$ cat config.mk
export PLATFORM = sky130hd
export DESIGN_NAME = control_unit_flat
export DESIGN_NICKNAME = d
export VERILOG_FILES = /design/src/rtl/control_unit_if.sv /design/src/rtl/control_unit.sv /design/src/flat_wrapper.sv
export SDC_FILE = /design/constraint.sdc
export NUM_CORES = 1
export LEC_CHECK = 0
export BUFFER_PORTS_ARGS = -buffer_cell sky130_fd_sc_hd__clkbuf_2
export CAP_MARGIN = 10
export CORE_MARGIN = 2
export CORE_UTILIZATION = 26
export DETAILED_ROUTE_END_ITERATION = 6
export GPL_ROUTABILITY_DRIVEN = 0
export GPL_TIMING_DRIVEN = 0
export RECOVER_POWER = 100
export SYNTH_ARGS = -nofsm -noshare
export SYNTH_HDL_FRONTEND = slang
export SYNTH_SLANG_ARGS = --single-unit
export TNS_END_PERCENT = 100
$ cat constraint.sdc
create_clock -name clk -period 2.3 [get_ports clk]
set_input_delay 0.46 -clock clk [delete_from_list [all_inputs] [get_ports clk]]
set_output_delay 0.46 -clock clk [all_outputs]
set_load 0.05 [all_outputs]
$ cat src/rtl/control_unit_if.sv
// rtl/control_unit_if.sv - instruction/strobe bundle between control_unit and its datapath
interface control_unit_if;
   logic       start;
   logic [7:0] instr_data;
   logic       zero_flag;
   logic       pc_enable;
   logic       pc_load;
   logic [3:0] pc_load_addr;
   logic [7:0] ir;
   logic [1:0] alu_op;
   logic       reg_we;
   logic       halted;
   logic [7:0] retired;

   modport master (
      input  start, instr_data, zero_flag,
      output pc_enable, pc_load, pc_load_addr, ir, alu_op, reg_we, halted, retired
   );

   modport slave (
      output start, instr_data, zero_flag,
      input  pc_enable, pc_load, pc_load_addr, ir, alu_op, reg_we, halted, retired
   );
endinterface

$ cat src/rtl/control_unit.sv
// rtl/control_unit.sv - fetch/decode/execute sequencer for a 4-bit-PC accumulator CPU
// Strobes are Moore outputs of state and ir, so an async reset drops them at once.
module control_unit #(
   parameter int OPW = 4
) (
   input logic          clk,
   input logic          rst,
   control_unit_if.master cu
);

   typedef enum logic [2:0] {
      IDLE    = 3'd0,
      FETCH   = 3'd1,
      DECODE  = 3'd2,
      EXECUTE = 3'd3,
      HALT    = 3'd4
   } state_t;

   localparam logic [OPW-1:0] OP_LDI = OPW'(1);
   localparam logic [OPW-1:0] OP_ADD = OPW'(2);
   localparam logic [OPW-1:0] OP_SUB = OPW'(3);
   localparam logic [OPW-1:0] OP_JMP = OPW'(4);
   localparam logic [OPW-1:0] OP_JZ  = OPW'(5);
   localparam logic [OPW-1:0] OP_HLT = {OPW{1'b1}};

   state_t         state;
   state_t         state_nxt;
   logic [7:0]     ir_q;
   logic [7:0]     retired_q;
   logic [OPW-1:0] opcode;
   logic           pc_enable_c;
   logic           pc_load_c;
   logic           reg_we_c;
   logic [1:0]     alu_op_c;

   assign opcode = ir_q[7 -: OPW];

   always_ff @(posedge clk or posedge rst) begin
      if (rst) begin
         state <= IDLE;
      end else begin
         state <= state_nxt;
      end
   end

   always_ff @(posedge clk or posedge rst) begin
      if (rst) begin
         ir_q <= 8'h00;
      end else if (state == FETCH) begin
         ir_q <= cu.instr_data;
      end
   end

   // A halting instruction retires on its way into HALT since it never executes.
   always_ff @(posedge clk or posedge rst) begin
      if (rst) begin
         retired_q <= 8'h00;
      end else if (state == EXECUTE || (state == DECODE && opcode == OP_HLT)) begin
         retired_q <= retired_q + 8'd1;
      end
   end

   always_comb begin
      state_nxt   = state;
      pc_enable_c = 1'b0;
      pc_load_c   = 1'b0;
      reg_we_c    = 1'b0;
      alu_op_c    = 2'b00;
      case (state)
         IDLE: begin
            if (cu.start) begin
               state_nxt = FETCH;
            end
         end
         FETCH: begin
            state_nxt = DECODE;
         end
         DECODE: begin
            state_nxt = (opcode == OP_HLT) ? HALT : EXECUTE;
         end
         EXECUTE: begin
            state_nxt = FETCH;
            case (opcode)
               OP_LDI: begin
                  reg_we_c    = 1'b1;
                  alu_op_c    = 2'b00;
                  pc_enable_c = 1'b1;
               end
               OP_ADD: begin
                  reg_we_c    = 1'b1;
                  alu_op_c    = 2'b01;
                  pc_enable_c = 1'b1;
               end
               OP_SUB: begin
                  reg_we_c    = 1'b1;
                  alu_op_c    = 2'b10;
                  pc_enable_c = 1'b1;
               end
               OP_JMP: begin
                  pc_load_c = 1'b1;
               end
               OP_JZ: begin
                  pc_load_c   = cu.zero_flag;
                  pc_enable_c = ~cu.zero_flag;
               end
               default: begin
                  pc_enable_c = 1'b1;
               end
            endcase
         end
         HALT: begin
            state_nxt = HALT;
         end
         default: begin
            state_nxt = IDLE;
         end
      endcase
   end

   assign cu.pc_enable    = pc_enable_c;
   assign cu.pc_load      = pc_load_c;
   assign cu.reg_we       = reg_we_c;
   assign cu.alu_op       = alu_op_c;
   assign cu.pc_load_addr = ir_q[3:0];
   assign cu.ir           = ir_q;
   assign cu.halted       = (state == HALT);
   assign cu.retired      = retired_q;

endmodule

$ cat src/flat_wrapper.sv
// flat-port wrapper written by rule: the top's interface ports become plain ports
module control_unit_flat 
#(
   parameter int OPW = 4
)
  (clk, rst, cu_start, cu_instr_data, cu_zero_flag, cu_pc_enable, cu_pc_load, cu_pc_load_addr, cu_ir, cu_alu_op, cu_reg_we, cu_halted, cu_retired);
  control_unit_if cu_i ();
  input logic clk;
  input logic rst;
  input wire logic [$bits(cu_i.start)-1:0] cu_start;
  input wire logic [$bits(cu_i.instr_data)-1:0] cu_instr_data;
  input wire logic [$bits(cu_i.zero_flag)-1:0] cu_zero_flag;
  output wire logic [$bits(cu_i.pc_enable)-1:0] cu_pc_enable;
  output wire logic [$bits(cu_i.pc_load)-1:0] cu_pc_load;
  output wire logic [$bits(cu_i.pc_load_addr)-1:0] cu_pc_load_addr;
  output wire logic [$bits(cu_i.ir)-1:0] cu_ir;
  output wire logic [$bits(cu_i.alu_op)-1:0] cu_alu_op;
  output wire logic [$bits(cu_i.reg_we)-1:0] cu_reg_we;
  output wire logic [$bits(cu_i.halted)-1:0] cu_halted;
  output wire logic [$bits(cu_i.retired)-1:0] cu_retired;
  assign cu_i.start = cu_start;
  assign cu_i.instr_data = cu_instr_data;
  assign cu_i.zero_flag = cu_zero_flag;
  assign cu_pc_enable = cu_i.pc_enable;
  assign cu_pc_load = cu_i.pc_load;
  assign cu_pc_load_addr = cu_i.pc_load_addr;
  assign cu_ir = cu_i.ir;
  assign cu_alu_op = cu_i.alu_op;
  assign cu_reg_we = cu_i.reg_we;
  assign cu_halted = cu_i.halted;
  assign cu_retired = cu_i.retired;
  control_unit #(.OPW(OPW)) u_core (.clk(clk), .rst(rst), .cu(cu_i));
endmodule
==> summary.md, run 1 <==
| Metric | Value |
|---|---|
| Max incr delay on CP | 0.49 ns |
| Final core utilization | 33.6% |
| Synth cell types | 28 |
| Grt total ovfl | 0 |
| DR iter-0 viols | 46 |
| Critical Path RT | 1.84 ns |
| Final setup viols | 0 |
| Synth top cells by count | dfrtp_1, mux2_2, nor2_1, xor2_1, buf_4 |
| First-pass GRT wire length | 3100 µm |
| Fin crit share | 91.5% |
| DP HPWL | 1450 µm |
| DIE WIDTH | 65.1 µm |
| Count leader, synth | dfrtp_1 |
| Largest cells by area after synthesis | dfrtp_1, mux2_2, xor2_1 |
| TritonCTS clock tree | built |
| Post-Synth XOR/XNOR Area | 6.32% |
| Vias in the first global route | 663 |
| Crit-path max FO | 9 |
| Final nets | 136 |
| Initial Util | 26.7% |
| Cell Count, Final, Fillers Out | 170 |
| Asr flop ratio synth | 100% |
| Multiplexer share of the synthesized area | 11.5% |
| # rows | 22 |
| Run status | finished clean |
| DR DRC count | 0 |
| Slew margin rel. | 50.5% |
| Hold crit path type | input pin to asynchronous set/reset pin |
| CTS Sinks | 19 |
| I/O pins | 38 |
| Port-buffer cells | 37 |
| Routed length per instance | 11.7 µm |
| Die Y | 65.1 µm |
| Vias per cell | 4.40 |
| Cts bufs inserted | 3 |
| Worst path slowest cell | clkbuf_1 |
| Area Overhead vs Synth | 25.8% |
| Final hold vios | 0 |
| Maximum clock path buffer count | 2 |
| Unrepaired setup endpoints after global routing | no |
| Antenna violations before repair | 0 |
| Largest net degree at the start of global routing | 20 |
| Main combinational cell family by area after synthesis | simple AND/OR/NAND/NOR gates |
| CTS clk-pin slew, worst paths | 0.07 ns |
| Layout cells sized above 1 | 32.0% |
| Clock Latency Late Sink | 0.25 ns |
| All-layer global routing usage | 9.33% |
| Synth Flop Type | dfrtp_1 |
| Placed Cells | 166 |
| Largest area contributor in the netlist | dfrtp_1 |
| Worst slew pin tran | 0.733 ns |
| FF+latch count, synth | 19 |
| Final Cell Area | 1220 µm² |
| Complex-gate fraction of the synthesized area | 5.03% |
| ANT cells | 0 |
| Crit-path cells | buf_2 > nand3b_1 > a31oi_1 > clkbuf_1 |
| CTS hold repair buffers | 0 |
| Final WL | 1990 µm |
| Avg Cell Area, Syn | 12.0 µm² |
| Cts repair resizes | 0 |
| Max cap viols | 0 |
| Arrival @ worst endpoint | 1.64 ns |
| Post-synth EDFFs | 0 |
| Area of placed instances | 1230 µm² |
| Setup Buffers After CTS | 0 |
| Drt first pass iters | 4 |
| Post-synth net total | 94 |
| DR vias | 748 |
| Core area | 3630 µm² |
| Root Driver | clkbuf_8 |
| Register area share after synthesis | 49.0% |
| Synth top area share | 49.0% |
| Mapped Area | 970 µm² |
| Simple-gate portion of the synthesized area | 21.0% |
| Post-route ant nets | 0 |
| Final min period | 2.10 ns |
| CTS H-Tree Depth | 1 |
| Crit path capture type | output pin |
| Post-Synthesis Cells | 81 |
| Slew Limit Fails | 0 |
| Clock Skews | 0.00351 ns |
| Max Clk Rate | 475 MHz |
| YS warnings | 0 |
| Synth Area in Adders | 1.29% |
| Die area | 4230 µm² |
| Startpoint Class | register |
| Crit Path Class | register to output pin |
==> final timing paths <==
| check | start | endpoint | slack (ns) | cells past startpoint |
|---|---|---|---|---|
| worst max register to register | u_core.cu.ir[6] | u_core.cu.retired[1] | 0.43 | 4 |
| max in group asynchronous | rst | u_core.cu.ir[7] | 1.55 | 2 |
| worst min register to register | u_core.cu.retired[7] | u_core.cu.retired[7] | 0.48 | 1 |
| worst min-delay path | rst | u_core.cu.retired[2] | 0.30 | 2 |
| worst max-delay path | u_core.state[2] | cu_pc_enable | 0.20 | 4 |
| min in group clk | cu_start | u_core.state[0] | 0.43 | 3 |
==> final cells by class <==
cell class              count  area, µm²
well taps                  48       60.1
fillers                   393       2410
clock buffers               3       41.3
clock inverters             1       5.00
repair buffers             37        158
multi-input cells          53        425
inverters                   1       3.75
flip-flops and latches     19        475
plain buffers               8       51.3
==> critical path: cells and delay by family, from the launching register on <==
family	cells	cell delay [ns]
compound gates	1	0.16
buf+inv	2	0.65
flops	1	0.36
simple gates	1	0.22
==> through the flow <==
stage | setup TNS [ns] | hold slack [ns] | worst slack [ns]
after CTS | 0 | 0.328 | 0.232
after global routing | 0 | 0.359 | 0.0998
final | 0 | 0.299 | 0.195
after detailed placement | 0 | 0.473 | 0.515
after global placement | 0 | 0.461 | 0.556
after floorplan | -0.114 | 0.411 | -0.0910
==> layer usage <==
| layer | vias to the layer above | wire length [µm] | share of wire, % | track usage (%) |
|---|---|---|---|---|
| li1 | 363 | - | - | - |
| met1 | 361 | 882 | 44 | 12.7 |
| met5 | - | 0 | 0 | 0 |
| met3 | 4 | 86 | 4.3 | 2.08 |
| met4 | 0 | 23 | 1.2 | 3.13 |
| met2 | 20 | 991 | 50 | 14.7 |
==> layout by cell type, fill, tap and decap left out, types with 2 or more instances in the layout <==
cell,n
nand3b_1,3
nor2_1,8
buf_4,5
clkbuf_8,3
dfrtp_1,19
nor4bb_2,2
mux2_2,8
buf_2,2
o21ai_0,2
nand4_1,2
clkbuf_2,15
nand2_1,2
xor2_1,6
clkbuf_1,23
nand2b_1,3
nor3_1,2
==> flip-flops by register name (all words and copies together), names as in the netlist <==
| name | flops |
|---|---|
| u_core.cu.retired | 8 |
| u_core.cu.ir | 8 |
| u_core.state | 3 |
==> cells by family (layout without fill, tap and decap cells) <==
family / count (synthesis) / count (layout)
AOI/OAI and AO/OA: 5 / 5
xor gates and xnor gates: 7 / 7
buffers and inverters: 9 / 50
DFF: 19 / 19
muxes: 10 / 10
adders and majority gates: 1 / 1
and+or+nand+nor: 30 / 30
Power of run 1 is not shown: default switching activity piles up to over one toggle a cycle in this logic, so the estimate is an artifact.
==> inputs of run 2 (changes only) <==
- REMOVE_ABC_BUFFERS: default -> 1
==> summary.md, run 2 (synthesized netlist as in run 1, its figures left out) <==
| Metric | Value |
|---|---|
| R2r worst-path depth | 3 (-1) |
| Vias per cell | 4.44 (+0.87%) |
| Maximum clock path buffer count | 2 (unchanged) |
| CTS hold repair buffers | 0 (unchanged) |
| Clock Skews | 0.00148 ns (-0.00203 ns) |
| Final min period | 2.10 ns (-0.00410 ns) |
| Most common cell after layout, fill and taps aside | clkbuf_1 |
| Crit-path max FO | 10 (+1) |
| Final nets | 128 (-5.9%) |
| Max cap viols | 0 (unchanged) |
| Unrepaired setup endpoints after global routing | no |
| CP bufs+invs | 1 (-1) |
| Register area | 475 µm² (unchanged) |
| ANT cells | 0 (unchanged) |
| Setup Buffers After CTS | 0 (unchanged) |
| I/O pins | 38 (unchanged) |
| Startpoint Class | register |
| Fin crit share | 91.3% (-0.18 points) |
| Worst setup path startpoint | u_core.state[1] |
| DP HPWL | 1350 µm (-6.9%) |
| Hold crit path type | input pin to asynchronous set/reset pin |
| Most frequent cells in the layout | clkbuf_1, dfrtp_1, clkbuf_2, mux2_2, nor2_1 |
| Die Y | 65.1 µm (unchanged) |
| Vias in the first global route | 642 (-3.2%) |
| Final core utilization | 31.6% (-2.0 points) |
| Clock Latency Late Sink | 0.25 ns (about the same) |
| Max incr delay on CP | 0.53 ns (+0.04 ns) |
| Max Clk Rate | 476 MHz (+0.20%) |
| Final hold vios | 0 (unchanged) |
| Worst path slowest cell | dfrtp_1 |
| Root Driver | clkbuf_8 |
| Largest net degree at the start of global routing | 20 (unchanged) |
| Final worst slack | 0.199 ns (+0.00410 ns) |
| DR iter-0 viols | 25 (-46%) |
| Grt total ovfl | 0 (unchanged) |
| Port-buffer cells | 37 (unchanged) |
| Antenna violations before repair | 0 (unchanged) |
| Layout fillers | 406 (+3.3%) |
| DIE WIDTH | 65.1 µm (unchanged) |
| CP top delay family | flip-flops |
| Initial Util | 26.7% (unchanged) |
| TritonCTS clock tree | built |
| Cts repair resizes | 0 (unchanged) |
| CTS Sinks | 19 (unchanged) |
| Worst Setup EP | cu_pc_enable |
| Placed Cells | 158 (-4.8%) |
| Slew Limit Fails | 0 (unchanged) |
| Layout cells sized above 1 | 24.6% (-7.4 points) |
| Drt first pass iters | 4 (unchanged) |
| Final setup viols | 0 (unchanged) |
| First-pass GRT wire length | 2860 µm (-7.8%) |
| Multi-input logic area | 407 µm² (-4.4%) |
| Crit-path cells | nand3b_1 > a31oi_1 > clkbuf_1 |
| Run status | finished clean |
| Crit Path Class | register to output pin |
| Core area | 3630 µm² (unchanged) |
| Slew margin rel. | 52.1% (+1.6 points) |
| Dpl ws | 0.509 ns (-0.00609 ns) |
| # rows | 22 (unchanged) |
| Final WL | 1830 µm (-8.0%) |
| Critical Path RT | 1.84 ns (about the same) |
| Cell Count, Final, Fillers Out | 162 (-4.7%) |
| R2R setup slack | 0.56 ns (+0.13 ns) |
| Cts bufs inserted | 3 (unchanged) |
| FF-to-FF End | u_core.cu.retired[1] |
| Area Overhead vs Synth | 18.5% |
| Post-route ant nets | 0 (unchanged) |
| Worst slew pin tran | 0.709 ns (-0.0243 ns) |
| Reg2reg start | u_core.cu.ir[6] |
| Arrival @ worst endpoint | 1.64 ns (about the same) |
| Crit path capture type | output pin |
| DR DRC count | 0 (unchanged) |
| Routed length per instance | 11.3 µm (-3.5%) |
| DR vias | 719 (-3.9%) |
| Crit path depth | 3 (-1) |
| Die area | 4230 µm² (unchanged) |
| All-layer global routing usage | 8.50% (-0.83 points) |
| CTS H-Tree Depth | 1 (unchanged) |
| CTS clk-pin slew, worst paths | 0.07 ns (about the same) |
run 2: changes by cell type in the layout (fill, tap and decap cells not counted), sizes merged:
cell,delta
buf,-7
clkbuf,-1
run 2: worst reg2reg max path: stages (launching register included):
cell,delay (ns)
dfrtp_1,0.47
a41oi_1,0.64
nor2_1,0.16
mux2_1,0.34
run 2: final cells by class:
class                      count  share of cell area (%)
inverter                       1                   0.327
timing repair buffer          37                    13.6
clock inverter                 1                   0.436
clock buffer                   3                    3.59
multi-input combinational     53                    35.4
sequential                    19                    41.4
tap                           48                    5.23
run 2: per-stage QoR:
stage / hold WS, ns / setup TNS (ns) / area (µm²)
after floorplan: 0.411 / -1.73 / 917
after global placement: 0.456 / 0 / 1160
after detailed placement: 0.460 / 0 / 1160
after CTS: 0.324 / 0 / 1210
after global routing: 0.364 / 0 / 1150
final: 0.295 / 0 / 1150
run 2: how the worst min path moves through the flow:
stage,end,startpoint,slack (ns),cells past startpoint
6_report,u_core.cu.retired[7],rst,0.29,2
5_1_grt,u_core.cu.ir[2],rst,0.36,2
4_1_cts,u_core.cu.ir[1],rst,0.32,2
3_5_place_dp,u_core.cu.retired[7],u_core.cu.retired[7],0.46,1
3_3_place_gp,u_core.cu.retired[7],u_core.cu.retired[7],0.46,1
2_1_floorplan,u_core.cu.ir[0],rst,0.41,1
run 2: per-layer routing:
| metal | track usage (%) | share of wire [%] | vias to the layer above |
|---|---|---|---|
| met5 | 0 | 0 | - |
| met4 | 3.91 | 0.88 | 0 |
| met3 | 2.26 | 10 | 2 |
| met2 | 13.1 | 42 | 32 |
| met1 | 11.1 | 46 | 338 |
| li1 | - | - | 347 |
Power of run 2 is left out for the same reason.
==> inputs of run 3 (changes only) <==
- clock period: 2.3 -> 1.8 ns (I/O delays scaled with it)
==> summary.md, run 3 (synthesized netlist as in run 1, its figures left out) <==
| Metric | Value |
|---|---|
| Slew Limit Fails | 0 (unchanged) |
| Startpoint Class | register |
| Drt first pass iters | 2 (-2) |
| TritonCTS clock tree | built |
| CTS H-Tree Depth | 1 (unchanged) |
| Most common cell after layout, fill and taps aside | clkbuf_2 |
| Grt total ovfl | 0 (unchanged) |
| R2R setup slack | 0.30 ns (-0.26 ns) |
| DR DRC count | 0 (unchanged) |
| Final min period | 1.75 ns |
| Initial Util | 26.7% (unchanged) |
| Final Cell Area | 1290 µm² (+12%) |
| Largest net degree at the start of global routing | 20 (unchanged) |
| Layout cells sized above 1 | 47.9% (+23 points) |
| Maximum clock path buffer count | 2 (unchanged) |
| ANT cells | 0 (unchanged) |
| Final nets | 135 (+5.5%) |
| Post-route ant nets | 0 (unchanged) |
| Max cap viols | 0 (unchanged) |
| Antenna violations before repair | 0 (unchanged) |
| DIE WIDTH | 65.1 µm (unchanged) |
| Crit Path Class | register to output pin |
| CTS Sinks | 19 (unchanged) |
| Area of placed instances | 1160 µm² (unchanged) |
| Clock Skews | 0.00248 ns (+0.00100 ns) |
| Die area | 4230 µm² (unchanged) |
| All-layer global routing usage | 8.68% (+0.18 points) |
| DR vias | 741 (+3.1%) |
| Fin crit share | 97.0% |
| Worst slew pin tran | 0.685 ns (-0.0236 ns) |
| Max Clk Rate | 573 MHz |
| Crit path capture type | output pin |
| CTS clk-pin slew, worst paths | 0.07 ns (about the same) |
| Unrepaired setup endpoints after global routing | yes |
| Die Y | 65.1 µm (unchanged) |
| Arrival @ worst endpoint | 1.39 ns (-0.25 ns) |
| DP HPWL | 1350 µm (unchanged) |
| Slew margin rel. | 54.3% (+2.1 points) |
| Cts bufs inserted | 3 (unchanged) |
| Core area | 3630 µm² (unchanged) |
| DR iter-0 viols | 31 (+24%) |
| Final hold vios | 0 (unchanged) |
| Most frequent cells in the layout | clkbuf_2, dfrtp_1, clkbuf_1, buf_4 |
| Clock Latency Late Sink | 0.25 ns (about the same) |
| Vias in the first global route | 659 (+2.6%) |
| CTS hold repair buffers | 0 (unchanged) |
| Area Overhead vs Synth | 33.0% |
| Vias per cell | 4.38 (-1.2%) |
| First-pass GRT wire length | 2890 µm (+1.2%) |
| Root Driver | clkbuf_8 |
| Crit-path max FO | 4 (-6) |
| # rows | 22 (unchanged) |
| Run status | finished clean |
| Hold crit path type | input pin to asynchronous set/reset pin |
| Routed length per instance | 11.1 µm (-1.9%) |
| Port-buffer cells | 37 (unchanged) |
| Final setup viols | 0 (unchanged) |
| Final WL | 1870 µm (+2.3%) |
| Critical Path RT | 1.44 ns (-0.40 ns) |
| I/O pins | 38 (unchanged) |
run 3: changes by cell type in the layout (fill, tap and decap cells not counted), moves of 2 or more:
cell and delta:
buf_4 +9, nor4_1 -2, nor4_2 +2, dfrtp_2 +6
clkbuf_1 -12, dfrtp_1 -6, clkbuf_2 +8
run 3: cell type report:
cell class	instances	area [µm²]
well taps	48	60.1
clock inverters	1	5.00
multi-input cells	53	457
repair buffers	44	240
inverters	1	3.75
flip-flops and latches	19	483
clock buffers	3	41.3
fillers	383	2340
run 3: path summary, 6_finish.rpt:
path                            cells past startpoint              endpoint            startpoint
worst max register to register                      3       u_core.cu.ir[7]       u_core.state[1]
min in group clk                                    3       u_core.state[0]              cu_start
max in group asynchronous                           2       u_core.state[2]                   rst
worst min register to register                      1  u_core.cu.retired[7]  u_core.cu.retired[7]
worst max-delay path                                3          cu_pc_enable       u_core.state[2]
worst min-delay path                                2       u_core.cu.ir[1]                   rst
run 3: repair_timing:
item,4_1_cts,5_1_grt
setup buffers,4,3
pin swaps,1,1
resized for setup,10,7
endpoints found under the setup margin,4,5
run 3: worst max-delay path, stage by stage (launching register included):
cell      delay [ns]
dfrtp_2         0.42
nand3b_1        0.22
a31oi_1         0.19
clkbuf_2        0.30
run 3: routing by layer:
layer	GRT usage, %	vias up	wire (µm)
li1	-	360	-
met1	11.2	349	868
met2	13.7	30	811
met3	2.26	2	172
met4	3.91	0	16
met5	0	-	0
run 3: through the flow:
| step | utilization, % | hold slack, ns | setup TNS [ns] | cells | setup WS, ns |
|---|---|---|---|---|---|
| final | 35.5 | 0.188 | 0 | 169 | 0.0538 |
| after global routing | 35.5 | 0.263 | -0.122 | 169 | -0.0917 |
| after CTS | 35.0 | 0.223 | 0 | 166 | 0.0107 |
| after detailed placement | 32.0 | 0.460 | 0 | 158 | 0.109 |
| after global placement | 32.0 | 0.456 | 0 | 158 | 0.140 |
| after floorplan | - | 0.311 | -3.42 | 73 | -1.13 |
Power of run 3 is left out for the same reason.
